[src/rtl/char_ram_pkg.sv]
// ---------------------------------------------------------------------------
// char_ram_pkg
// Shared definitions for the character-RAM write arbiter: screen geometry,
// RAM port widths, arbiter state encoding and the spawn request record that
// the spawn FIFO stores.
// ---------------------------------------------------------------------------
package char_ram_pkg;

  localparam int CELLS_DEFAULT = 2100;  // 70 x 30 cells
  localparam int COLS          = 70;
  localparam int ROWS          = 30;
  localparam int ADDR_W        = 12;
  localparam int DATA_W        = 8;

  typedef enum logic [0:0] {
    SWEEP = 1'b0,
    RUN   = 1'b1
  } arb_state_t;

  typedef struct packed {
    logic [ADDR_W-1:0] addr;
    logic [DATA_W-1:0] data;
  } spawn_req_t;

endpackage

[src/rtl/char_ram_wr_arbiter_if.sv]
// ---------------------------------------------------------------------------
// char_ram_wr_arbiter_if
// Request/grant and RAM-write bundle of the character-RAM write arbiter.
//   master : game side + RAM side (drives requests, observes grants/writes)
//   slave  : the arbiter
// Signals:
//   sweep_start            clear-screen pulse
//   hit_valid/addr/ready   keyboard-hit clear handshake
//   spawn_valid/addr/data/ready  spawn write handshake (FIFO backed)
//   wren/wraddr/wdata      single RAM write port
//   sweep_busy, hit_ack    status / score pulse
// Optional macro ARB_STATS_EN adds stat_hits, stat_spawns, stat_drops.
// ---------------------------------------------------------------------------
interface char_ram_wr_arbiter_if;
  import char_ram_pkg::*;

  logic              sweep_start;
  logic              hit_valid;
  logic [ADDR_W-1:0] hit_addr;
  logic              hit_ready;
  logic              spawn_valid;
  logic [ADDR_W-1:0] spawn_addr;
  logic [DATA_W-1:0] spawn_data;
  logic              spawn_ready;
  logic              wren;
  logic [ADDR_W-1:0] wraddr;
  logic [DATA_W-1:0] wdata;
  logic              sweep_busy;
  logic              hit_ack;

`ifdef ARB_STATS_EN
  logic [15:0]       stat_hits;
  logic [15:0]       stat_spawns;
  logic [15:0]       stat_drops;

  modport slave (
    input  sweep_start, hit_valid, hit_addr, spawn_valid, spawn_addr, spawn_data,
    output hit_ready, spawn_ready, wren, wraddr, wdata, sweep_busy, hit_ack,
    output stat_hits, stat_spawns, stat_drops
  );
  modport master (
    output sweep_start, hit_valid, hit_addr, spawn_valid, spawn_addr, spawn_data,
    input  hit_ready, spawn_ready, wren, wraddr, wdata, sweep_busy, hit_ack,
    input  stat_hits, stat_spawns, stat_drops
  );
`else
  modport slave (
    input  sweep_start, hit_valid, hit_addr, spawn_valid, spawn_addr, spawn_data,
    output hit_ready, spawn_ready, wren, wraddr, wdata, sweep_busy, hit_ack
  );
  modport master (
    output sweep_start, hit_valid, hit_addr, spawn_valid, spawn_addr, spawn_data,
    input  hit_ready, spawn_ready, wren, wraddr, wdata, sweep_busy, hit_ack
  );
`endif

endinterface

[src/rtl/char_ram_wr_arbiter_spawn_fifo.sv]
// ---------------------------------------------------------------------------
// spawn_fifo
// Small synchronous first-word-fall-through FIFO of spawn requests.
// Ports:
//   clk, reset     clock, synchronous active-high reset
//   flush          drop all stored entries (a same-cycle push is still kept)
//   push, push_req write request (ignored when full)
//   pop            discard head (ignored when empty)
//   head           current head entry, valid while !empty
//   full, empty    occupancy flags (registered count, not bypassed)
// ---------------------------------------------------------------------------
module spawn_fifo
  import char_ram_pkg::*;
#(
  parameter int FIFO_DEPTH = 4
) (
  input  logic       clk,
  input  logic       reset,
  input  logic       flush,
  input  logic       push,
  input  spawn_req_t push_req,
  input  logic       pop,
  output spawn_req_t head,
  output logic       full,
  output logic       empty
);

  localparam int PTR_W = $clog2(FIFO_DEPTH);
  localparam int CNT_W = PTR_W + 1;
  localparam logic [CNT_W-1:0] DEPTH_C = CNT_W'(FIFO_DEPTH);

  spawn_req_t       mem_q [FIFO_DEPTH];
  spawn_req_t       mem_d [FIFO_DEPTH];
  logic [PTR_W-1:0] wptr_q, wptr_d;
  logic [PTR_W-1:0] rptr_q, rptr_d;
  logic [CNT_W-1:0] cnt_q, cnt_d;
  logic             do_push, do_pop;

  assign full    = (cnt_q == DEPTH_C);
  assign empty   = (cnt_q == '0);
  assign do_push = push && !full;
  assign do_pop  = pop && !empty;
  assign head    = mem_q[rptr_q];

  always_comb begin
    mem_d  = mem_q;
    wptr_d = wptr_q;
    rptr_d = rptr_q;
    cnt_d  = cnt_q;
    if (flush) begin
      // Old contents vanish; a push accepted this cycle lands in slot 0.
      rptr_d = '0;
      wptr_d = '0;
      cnt_d  = '0;
      if (do_push) begin
        mem_d[0] = push_req;
        wptr_d   = PTR_W'(1);
        cnt_d    = CNT_W'(1);
      end
    end else begin
      if (do_push) begin
        mem_d[wptr_q] = push_req;
        wptr_d        = wptr_q + 1'b1;
      end
      if (do_pop) begin
        rptr_d = rptr_q + 1'b1;
      end
      case ({do_push, do_pop})
        2'b10:   cnt_d = cnt_q + 1'b1;
        2'b01:   cnt_d = cnt_q - 1'b1;
        default: cnt_d = cnt_q;
      endcase
    end
  end

  // Storage carries no reset; occupancy is tracked by the pointers/count.
  always_ff @(posedge clk) begin
    mem_q <= mem_d;
  end

  always_ff @(posedge clk) begin
    if (reset) begin
      wptr_q <= '0;
      rptr_q <= '0;
      cnt_q  <= '0;
    end else begin
      wptr_q <= wptr_d;
      rptr_q <= rptr_d;
      cnt_q  <= cnt_d;
    end
  end

endmodule

[src/rtl/char_ram_wr_arbiter.sv]
// ---------------------------------------------------------------------------
// char_ram_wr_arbiter
// Owns the single write port of the 70x30 character RAM and serialises three
// sources onto it, one write per clock:
//   - full-screen clear sweep (after reset and on sweep_start),
//   - keyboard-hit clears (highest priority, combinational hit_ready),
//   - spawn/scroll writes queued in spawn_fifo.
// A run of MAX_HIT_RUN hit grants with spawns waiting forces one spawn slot.
// Writes appear on wren/wraddr/wdata one clock after the grant; hit_ack
// pulses together with the write of an in-range hit.
// Ports:
//   clk    pixel clock
//   reset  synchronous, active-high
//   bus    char_ram_wr_arbiter_if.slave (handshakes, RAM write port, status)
// Optional macro ARB_STATS_EN: saturating 16-bit hit/spawn/drop counters.
// ---------------------------------------------------------------------------
module char_ram_wr_arbiter
  import char_ram_pkg::*;
#(
  parameter int CELLS       = CELLS_DEFAULT,
  parameter int FIFO_DEPTH  = 4,
  parameter int MAX_HIT_RUN = 8
) (
  input logic                  clk,
  input logic                  reset,
  char_ram_wr_arbiter_if.slave bus
);

  localparam int RUN_W = (MAX_HIT_RUN < 1) ? 1 : $clog2(MAX_HIT_RUN + 1);
  localparam logic [RUN_W-1:0]  RUN_MAX   = RUN_W'(MAX_HIT_RUN);
  localparam logic [ADDR_W-1:0] LAST_ADDR = ADDR_W'(CELLS - 1);
  localparam logic [ADDR_W:0]   CELLS_C   = (ADDR_W + 1)'(CELLS);

  function automatic logic in_range(input logic [ADDR_W-1:0] a);
    return {1'b0, a} < CELLS_C;
  endfunction

  arb_state_t        state_q, state_d;
  logic [ADDR_W-1:0] sweep_cnt_q, sweep_cnt_d;
  logic [RUN_W-1:0]  hit_run_q, hit_run_d;
  logic              wren_q, wren_d;
  logic [ADDR_W-1:0] wraddr_q, wraddr_d;
  logic [DATA_W-1:0] wdata_q, wdata_d;
  logic              hit_ack_q, hit_ack_d;

  spawn_req_t        fifo_head;
  spawn_req_t        push_req;
  logic              fifo_full, fifo_empty;
  logic              fifo_push, fifo_pop, fifo_flush;

  logic              in_run, force_spawn, hit_ready, hit_grant;
  logic              restart, spawn_grant, collide;
  logic              hit_in_range, head_in_range;

  assign in_run        = (state_q == RUN);
  assign force_spawn   = (hit_run_q == RUN_MAX) && !fifo_empty;
  assign hit_ready     = in_run && !force_spawn;
  assign hit_grant     = bus.hit_valid && hit_ready;
  assign restart       = in_run && bus.sweep_start;
  // The flush on restart wins over handing the head out this cycle.
  assign spawn_grant   = in_run && !fifo_empty && !hit_grant && !restart;
  // A hit on the head's cell makes the queued write stale: drop it.
  assign collide       = hit_grant && !fifo_empty && !restart &&
                         (fifo_head.addr == bus.hit_addr);
  assign hit_in_range  = in_range(bus.hit_addr);
  assign head_in_range = in_range(fifo_head.addr);

  assign fifo_push     = bus.spawn_valid;
  assign fifo_pop      = spawn_grant || collide;
  assign fifo_flush    = restart;
  assign push_req      = '{addr: bus.spawn_addr, data: bus.spawn_data};

  spawn_fifo #(
    .FIFO_DEPTH (FIFO_DEPTH)
  ) u_spawn_fifo (
    .clk      (clk),
    .reset    (reset),
    .flush    (fifo_flush),
    .push     (fifo_push),
    .push_req (push_req),
    .pop      (fifo_pop),
    .head     (fifo_head),
    .full     (fifo_full),
    .empty    (fifo_empty)
  );

  always_comb begin
    state_d     = state_q;
    sweep_cnt_d = sweep_cnt_q;
    hit_run_d   = hit_run_q;
    wren_d      = 1'b0;
    wraddr_d    = wraddr_q;
    wdata_d     = wdata_q;
    hit_ack_d   = 1'b0;

    case (state_q)
      SWEEP: begin
        wren_d   = 1'b1;
        wraddr_d = sweep_cnt_q;
        wdata_d  = '0;
        if (sweep_cnt_q == LAST_ADDR) begin
          state_d     = RUN;
          sweep_cnt_d = '0;
        end else begin
          sweep_cnt_d = sweep_cnt_q + 1'b1;
        end
      end

      RUN: begin
        if (hit_grant) begin
          if (hit_in_range) begin
            wren_d    = 1'b1;
            wraddr_d  = bus.hit_addr;
            wdata_d   = '0;
            hit_ack_d = 1'b1;
          end
        end else if (spawn_grant) begin
          if (head_in_range) begin
            wren_d   = 1'b1;
            wraddr_d = fifo_head.addr;
            wdata_d  = fifo_head.data;
          end
        end

        // Hit run only counts while spawns are actually being held back.
        if (fifo_empty || spawn_grant) begin
          hit_run_d = '0;
        end else if (hit_grant) begin
          hit_run_d = hit_run_q + 1'b1;
        end

        if (restart) begin
          state_d     = SWEEP;
          sweep_cnt_d = '0;
          hit_run_d   = '0;
        end
      end

      default: state_d = SWEEP;
    endcase
  end

  always_ff @(posedge clk) begin
    if (reset) begin
      state_q     <= SWEEP;
      sweep_cnt_q <= '0;
      hit_run_q   <= '0;
      wren_q      <= 1'b0;
      wraddr_q    <= '0;
      wdata_q     <= '0;
      hit_ack_q   <= 1'b0;
    end else begin
      state_q     <= state_d;
      sweep_cnt_q <= sweep_cnt_d;
      hit_run_q   <= hit_run_d;
      wren_q      <= wren_d;
      wraddr_q    <= wraddr_d;
      wdata_q     <= wdata_d;
      hit_ack_q   <= hit_ack_d;
    end
  end

  assign bus.hit_ready   = hit_ready;
  assign bus.spawn_ready = !fifo_full;
  assign bus.sweep_busy  = (state_q == SWEEP);
  assign bus.wren        = wren_q;
  assign bus.wraddr      = wraddr_q;
  assign bus.wdata       = wdata_q;
  assign bus.hit_ack     = hit_ack_q;

`ifdef ARB_STATS_EN
  logic [15:0] stat_hits_q, stat_hits_d;
  logic [15:0] stat_spawns_q, stat_spawns_d;
  logic [15:0] stat_drops_q, stat_drops_d;
  logic [1:0]  drop_inc;

  function automatic logic [15:0] sat_add(input logic [15:0] a, input logic [1:0] inc);
    logic [16:0] sum;
    sum = {1'b0, a} + {15'b0, inc};
    return sum[16] ? 16'hFFFF : sum[15:0];
  endfunction

  always_comb begin
    // Drops: stale heads removed by a collision plus out-of-range requests.
    drop_inc      = {1'b0, collide} + {1'b0, hit_grant && !hit_in_range} +
                    {1'b0, spawn_grant && !head_in_range};
    stat_hits_d   = sat_add(stat_hits_q, {1'b0, hit_grant && hit_in_range});
    stat_spawns_d = sat_add(stat_spawns_q, {1'b0, spawn_grant && head_in_range});
    stat_drops_d  = sat_add(stat_drops_q, drop_inc);
    if (bus.sweep_start) begin
      stat_hits_d   = '0;
      stat_spawns_d = '0;
      stat_drops_d  = '0;
    end
  end

  always_ff @(posedge clk) begin
    if (reset) begin
      stat_hits_q   <= '0;
      stat_spawns_q <= '0;
      stat_drops_q  <= '0;
    end else begin
      stat_hits_q   <= stat_hits_d;
      stat_spawns_q <= stat_spawns_d;
      stat_drops_q  <= stat_drops_d;
    end
  end

  assign bus.stat_hits   = stat_hits_q;
  assign bus.stat_spawns = stat_spawns_q;
  assign bus.stat_drops  = stat_drops_q;
`endif

endmodule

[src/flat_wrapper.sv]
// flat-port wrapper written by rule: the top's interface ports become plain ports
module char_ram_wr_arbiter_flat import char_ram_pkg::*;
#(
  parameter int CELLS       = CELLS_DEFAULT,
  parameter int FIFO_DEPTH  = 4,
  parameter int MAX_HIT_RUN = 8
)
  (clk, reset, bus_sweep_start, bus_hit_valid, bus_hit_addr, bus_spawn_valid, bus_spawn_addr, bus_spawn_data, bus_hit_ready, bus_spawn_ready, bus_wren, bus_wraddr, bus_wdata, bus_sweep_busy, bus_hit_ack);
  char_ram_wr_arbiter_if bus_i ();
  input logic clk;
  input logic reset;
  input wire logic [$bits(bus_i.sweep_start)-1:0] bus_sweep_start;
  input wire logic [$bits(bus_i.hit_valid)-1:0] bus_hit_valid;
  input wire logic [$bits(bus_i.hit_addr)-1:0] bus_hit_addr;
  input wire logic [$bits(bus_i.spawn_valid)-1:0] bus_spawn_valid;
  input wire logic [$bits(bus_i.spawn_addr)-1:0] bus_spawn_addr;
  input wire logic [$bits(bus_i.spawn_data)-1:0] bus_spawn_data;
  output wire logic [$bits(bus_i.hit_ready)-1:0] bus_hit_ready;
  output wire logic [$bits(bus_i.spawn_ready)-1:0] bus_spawn_ready;
  output wire logic [$bits(bus_i.wren)-1:0] bus_wren;
  output wire logic [$bits(bus_i.wraddr)-1:0] bus_wraddr;
  output wire logic [$bits(bus_i.wdata)-1:0] bus_wdata;
  output wire logic [$bits(bus_i.sweep_busy)-1:0] bus_sweep_busy;
  output wire logic [$bits(bus_i.hit_ack)-1:0] bus_hit_ack;
  assign bus_i.sweep_start = bus_sweep_start;
  assign bus_i.hit_valid = bus_hit_valid;
  assign bus_i.hit_addr = bus_hit_addr;
  assign bus_i.spawn_valid = bus_spawn_valid;
  assign bus_i.spawn_addr = bus_spawn_addr;
  assign bus_i.spawn_data = bus_spawn_data;
  assign bus_hit_ready = bus_i.hit_ready;
  assign bus_spawn_ready = bus_i.spawn_ready;
  assign bus_wren = bus_i.wren;
  assign bus_wraddr = bus_i.wraddr;
  assign bus_wdata = bus_i.wdata;
  assign bus_sweep_busy = bus_i.sweep_busy;
  assign bus_hit_ack = bus_i.hit_ack;
  char_ram_wr_arbiter #(.CELLS(CELLS), .FIFO_DEPTH(FIFO_DEPTH), .MAX_HIT_RUN(MAX_HIT_RUN)) u_core (.clk(clk), .reset(reset), .bus(bus_i));
endmodule
[config.mk]
export PLATFORM = sky130hd
export DESIGN_NAME = char_ram_wr_arbiter_flat
export DESIGN_NICKNAME = d
export VERILOG_FILES = /design/src/rtl/char_ram_pkg.sv /design/src/rtl/char_ram_wr_arbiter_if.sv /design/src/rtl/char_ram_wr_arbiter_spawn_fifo.sv /design/src/rtl/char_ram_wr_arbiter.sv /design/src/flat_wrapper.sv
export SDC_FILE = /design/constraint.sdc
export NUM_CORES = 1
export LEC_CHECK = 0
export ABC_AREA = 1
export CAP_MARGIN = 15
export CORE_MARGIN = 8
export CORE_UTILIZATION = 50
export DETAILED_ROUTE_END_ITERATION = 16
export PLACE_DENSITY = 0.75
export SETUP_SLACK_MARGIN = 0.1
export SYNTH_ARGS = -nofsm -noshare
export SYNTH_HDL_FRONTEND = slang
export SYNTH_HIERARCHICAL = 1
export SYNTH_SLANG_ARGS = --single-unit
[constraint.sdc]
create_clock -name clk -period 8.1 [get_ports clk]
set_clock_uncertainty 0.1 [all_clocks]
set_input_delay 2.025 -clock clk [delete_from_list [all_inputs] [get_ports clk]]
set_output_delay 2.025 -clock clk [all_outputs]
set_load 0.1 [all_outputs]
[Word level (Yosys, flattened, before mapping)]
Cells that the tools add are included.
Storage, ports and cells
  bits of input ports: 37
  bits in read-only memories: 0
  memories: 0
  logic and storage cells: 112
  RAM bits: 0
  bits in registers: 126
  bits in latches: 0
Operators by class
  $add $sub $neg: 6
  multipliers: 0
  div/mod/pow operators: 0
  multiplexer cells: 39
  magnitude comparators: 5
  reduce and logical (&&, ||, !) cells: 29
  shifts and indexed selects: 0
  bitwise logic cells: 5
  eq/ne operators: 10
Operators by type and width (count)
  20-bit two-way mux: 5
  80-bit bitwise mux: 1
  80-bit two-way mux: 1
  12-bit two-way mux: 6
  12-bit one-hot mux with 2 select lines: 2
  20-bit binary-select mux with 2-bit select: 1
  20-bit demux with 2-bit select: 1
  8-bit two-way mux: 4
  12-bit < comparator (second input constant): 2
  8-bit one-hot mux with 2 select lines: 1
  1-bit logical AND: 13
  12-bit by 1-bit adder with 12-bit output (second input constant): 1
  12-bit equality test: 1
  12-bit equality test (second input constant): 1
  4-bit two-way mux: 3
  3-bit != test (second input constant): 3
  1-bit two-way mux: 8
  3-bit >= comparator (second input constant): 2
  2-bit inverter with 3-bit output: 2
  3-bit one-hot mux with 2 select lines: 1
  3-bit nonzero test: 2
  1-bit logical NOT: 5
  2-bit by 1-bit adder with 2-bit output (second input constant): 2
  4-bit by 1-bit adder with 4-bit output (second input constant): 1
  other kinds (19): 25

[Depth between registers and ports, before layout]
  depth in word-level cells: 14
  mapped depth: 20
  mapped depth without buffers: 18

[By module]
Netlist, hierarchy kept.
Modules (own cells, without submodules)
  spawn_fifo: instances 1, area each 3636.0 um^2, cells each 306
  char_ram_wr_arbiter: instances 1, area each 2424.8 um^2, cells each 400

[Worst setup path before layout]
No wires, ideal clock.
  path type: input -> register
  start: input bus_sweep_start
  end: register u_core/u_spawn_fifo/mem_q[60] (netlist name) (enable)
  library setup time: 0.404 ns
  buffers on the path: 0
  arrival: 3.400 ns
  setup slack: 4.196 ns
  data required time: 7.596 ns
  cell stages on the path: 4
  cells stage by stage: nand2_1 inv_1 inv_1 a21oi_1
RTL lines
  start: declaration: line flat_wrapper.sv:12  | input wire logic [$bits(bus_i.sweep_start)-1:0] bus_sweep_start;
  end signal: assignment: line char_ram_wr_arbiter_spawn_fifo.sv:78  | mem_q <= mem_d;
  end: declaration: line char_ram_wr_arbiter_spawn_fifo.sv:32  | spawn_req_t mem_q [FIFO_DEPTH];

[Worst setup path after layout]
  start: register u_core.state_q, in the netlist u_core/in_run
  end: output bus_sweep_busy
On the way
  word-level cells in the longest chain between the ends: 1
RTL lines
  start: declaration: line char_ram_wr_arbiter.sv:38  | arb_state_t state_q, state_d;
  start signal: assignment: line char_ram_wr_arbiter.sv:153  | state_q <= state_d;
  1-bit inverter: line char_ram_wr_arbiter.sv:165  | assign bus.sweep_busy = (state_q == SWEEP);
  end: declaration: line flat_wrapper.sv:23  | output wire logic [$bits(bus_i.sweep_busy)-1:0] bus_sweep_busy;
Every way passes these cells.

==> summary.md <==
| Metric | Value |
|---|---|
| Via count | between 4k and 5k |
| Antenna viol nets, final | 0 |
| First-pass GRT wire length | ~23 mm |
| Die H | around 130 um |
| Clk Latency, worst-skew pair | ~0.42 ns |
| Fin area | 7330 um2 |
| Post-cts repair resize count | 0 |
| Flops & latches, synth | between 100 and 150 |
| Post-synth EDFFs | 80 |
| Pre-antenna DRT Iters | 5 |
| Min Clock Period, post-route | between 4 and 5 ns |
| Syn Nets | between 700 and 800 |
| Yosys cell types | 40 |
| CTS HTree Levels | 4 |
| Setup Buffers After CTS | 0 |
| Global route total overflow | 0 |
| Dominant synthesized flop cell | edfxtp_1 |
| P per Cell Area | between 200 and 250 nW/um2 |
| Core area | 11900 um2 |
| Largest net degree at the start of global routing | 45 |
| Required time of the critical path | between 5 and 6 ns |
| Share of cells above drive strength 1 | 0.0786 |
| Placement Cell Area | 6750 um2 |
| Post-Route Setup TNS | 0 ns |
| Antenna cells | 0 |
| CP top delay family | buffers and inverters |
| Worst R2R Start | u_core/u_spawn_fifo/rptr_q[0] |
| GRT Overall Usage | 0.186 |
| Initial antenna violation count | 0 |
| Number of CTS-inserted buffers | 17 |
| Initial core utilization | 0.509 |
| Crit Path Max Fanout | 22 |
| WL final | about 15 mm |
| Nets | between 800 and 900 |
| # setup viols final | 0 |
| Rows | 40 |
| Worst slew pin tran | 1.12 ns |
| Clk pin slew, worst setup/hold paths | 0.06 ns |
| Slowest cell on the critical path | clkdlybuf4s50_1 |
| Hold WS | 0.387 ns |
| Setup CP Type | flop to output pin |
| Sequential share of the synthesized area | 0.548 |
| CP Buf/Inv Count | 2 |
| Per-cell routed wire length | ~16 um |
| Via density | 5.34 |
| Hold wc startpoint | u_core/bus.wdata[6] |
| Commonest non-fill, non-tap cell in the layout | nand2_1 |
| Die width | about 130 um |
| Final Hold Fails | 0 |
| Hold Crit Class | flop to flop |
| Tcrit/Tclk final | 0.606 |
| P&R area growth vs syn | 21.0% |
| Pins Over Slew Limit | 0 |
| DR iter-0 viols | 550 |
| Max stage delay on crit path | ~1.3 ns |
| Synth warn | 6 |
| CTS max path bufs | 2 |
| Crit path DAT | about 2.8 ns |
| Area of the mapped netlist | between 6000 and 7000 um2 |
| Vias in the first global route | around 4.8k |
| Setup crit start | u_core/in_run |
| DP Wirelength | 9.96 mm |
| Full die area | ~16000 um2 |
| Max-Cap Viols | 0 |
| Worst-path cell chain | inv_1 > clkdlybuf4s50_1 |
| DRC | 0 |
| Fmax | between 200 and 250 MHz |
| Crit end category | output pin |
| CTS tree | done |
| Port bufs | 61 |
| I/O pin cnt | 62 |
| Slew HR | 0.254 |
| CTS Hold Bufs | 0 |
| Async set-reset flop share out of synthesis | 0 |
| Most frequent cells in the layout | nand2_1, nor2_1, inv_1 |
| VDD IR max | 0.239 mV |
| Outcome | finished clean |
| Mapped Cells | just over 700 |
| Syn avg cell area | roughly 8.6 um2 |
| Filler cells | just over 1k |
| Clock Sinks | approximately 130 |
| R2R setup slack | between 4 and 5 ns |
| Root buf cell | clkbuf_16 |
| Startpoint class of the critical path | flop |
| RSZ-0062 raised after global routing | false |
| GPL Wtd Cong | ~0.86 |
| Leak pwr | 0.00292 uW |
[layer usage]
metal  vias up  part of all wire  global-route usage
met5         -                 0                   0
met4         0             0.017              0.0778
met3        19             0.071              0.0717
met2       179              0.50               0.311
met1      2313              0.41               0.210
li1       2419                 -                   -
[worst register-to-register path, cell delays in order, from the launching register on]
cell     delay, ns
dfxtp_1       0.30
buf_4         0.25
inv_1         0.86
o21ai_0       0.22
o22ai_1       0.49
xor2_1        0.15
nor4_1        0.26
nand3_1       0.11
nand2_1       0.11
nand2_4       0.09
nor2_4        0.12
fa_1          0.41
inv_1         0.06
nor2_1        0.03
nand2_1       0.09
a21oi_2       0.05
[report_power, final]
part / switching, uW / internal [uW]
Sequential: 8.72 / 708
Combinational: 73.9 / 41.1
Clock: 268 / 481
Total: 351 / 1230
[Yosys cell counts, types with 2 or more instances]
cell type	number	area share
or2_2	3	0.0031
nor2_1	135	0.084
nor3_1	5	0.0041
nand4_1	14	0.014
nand2_2	6	0.0062
ha_1	7	0.014
nand3_2	3	0.0050
nand3_4	2	0.0058
inv_1	82	0.051
inv_2	2	0.0012
buf_6	4	0.0074
dfxtp_1	46	0.15
nand2_1	142	0.088
buf_2	5	0.0041
a21oi_4	2	0.0054
o21ai_0	62	0.051
a211oi_1	2	0.0025
xnor2_1	2	0.0029
o21ai_1	3	0.0025
a21oi_1	20	0.017
edfxtp_1	80	0.40
nand2_4	2	0.0037
nor3b_1	2	0.0025
nor2_4	3	0.0056
xor2_1	6	0.0087
clkbuf_1	18	0.011
a21oi_2	2	0.0029
nand3_1	15	0.012
o22ai_1	20	0.021
[state kept, by name, summed over array words and instances (netlist names)]
name,flops
u_core/bus.wdata,8
u_core/bus.hit_ack,1
u_core/u_spawn_fifo/cnt_q,3
u_core/bus.wren,1
u_core/bus.wraddr,12
u_core/u_spawn_fifo/wptr_q,2
u_core/hit_run_q,4
u_core/in_run,1
u_core/u_spawn_fifo/rptr_q,2
u_core/u_spawn_fifo/mem_q,80
u_core/sweep_cnt_q,12
[metrics by stage]
step,instances,util,setup slack (ns),power [uW]
after global placement,891,0.567,3.50,839
after CTS,923,0.616,3.18,1600
final,923,0.616,3.19,1580
after floorplan,706,-,4.20,796
after detailed placement,891,0.567,3.42,844
after global routing,923,0.616,3.07,1640
[logic make-up after synthesis]
kind of cell,synth area share
AO/OA/AOI/OAI,0.107
flip-flops,0.548
buffers and inverters,0.0780
AND/OR/NAND/NOR,0.238
adder cells (fa/ha/maj),0.0178
XOR/XNOR,0.0116
[final timing paths]
kind,endpoint,depth (start not counted)
hold / removal,u_core/bus.wdata[6],2
setup reg to reg,u_core/u_spawn_fifo/cnt_q[1],15
hold reg to reg,u_core/bus.wdata[6],2
setup / recovery,bus_sweep_busy,2
[cell type report]
class	instances	area (um2)	area share
Timing Repair Buffer	66	648	0.0884
Clock inverter	11	141	0.0193
Multi-Input combinational cell	466	2270	0.309
Clock buffer	21	440	0.0601
Sequential cell	126	3320	0.453
Tap cell	147	184	0.0251
Inverter	86	328	0.0447
Note: power is estimated with default switching activity, not from simulation.
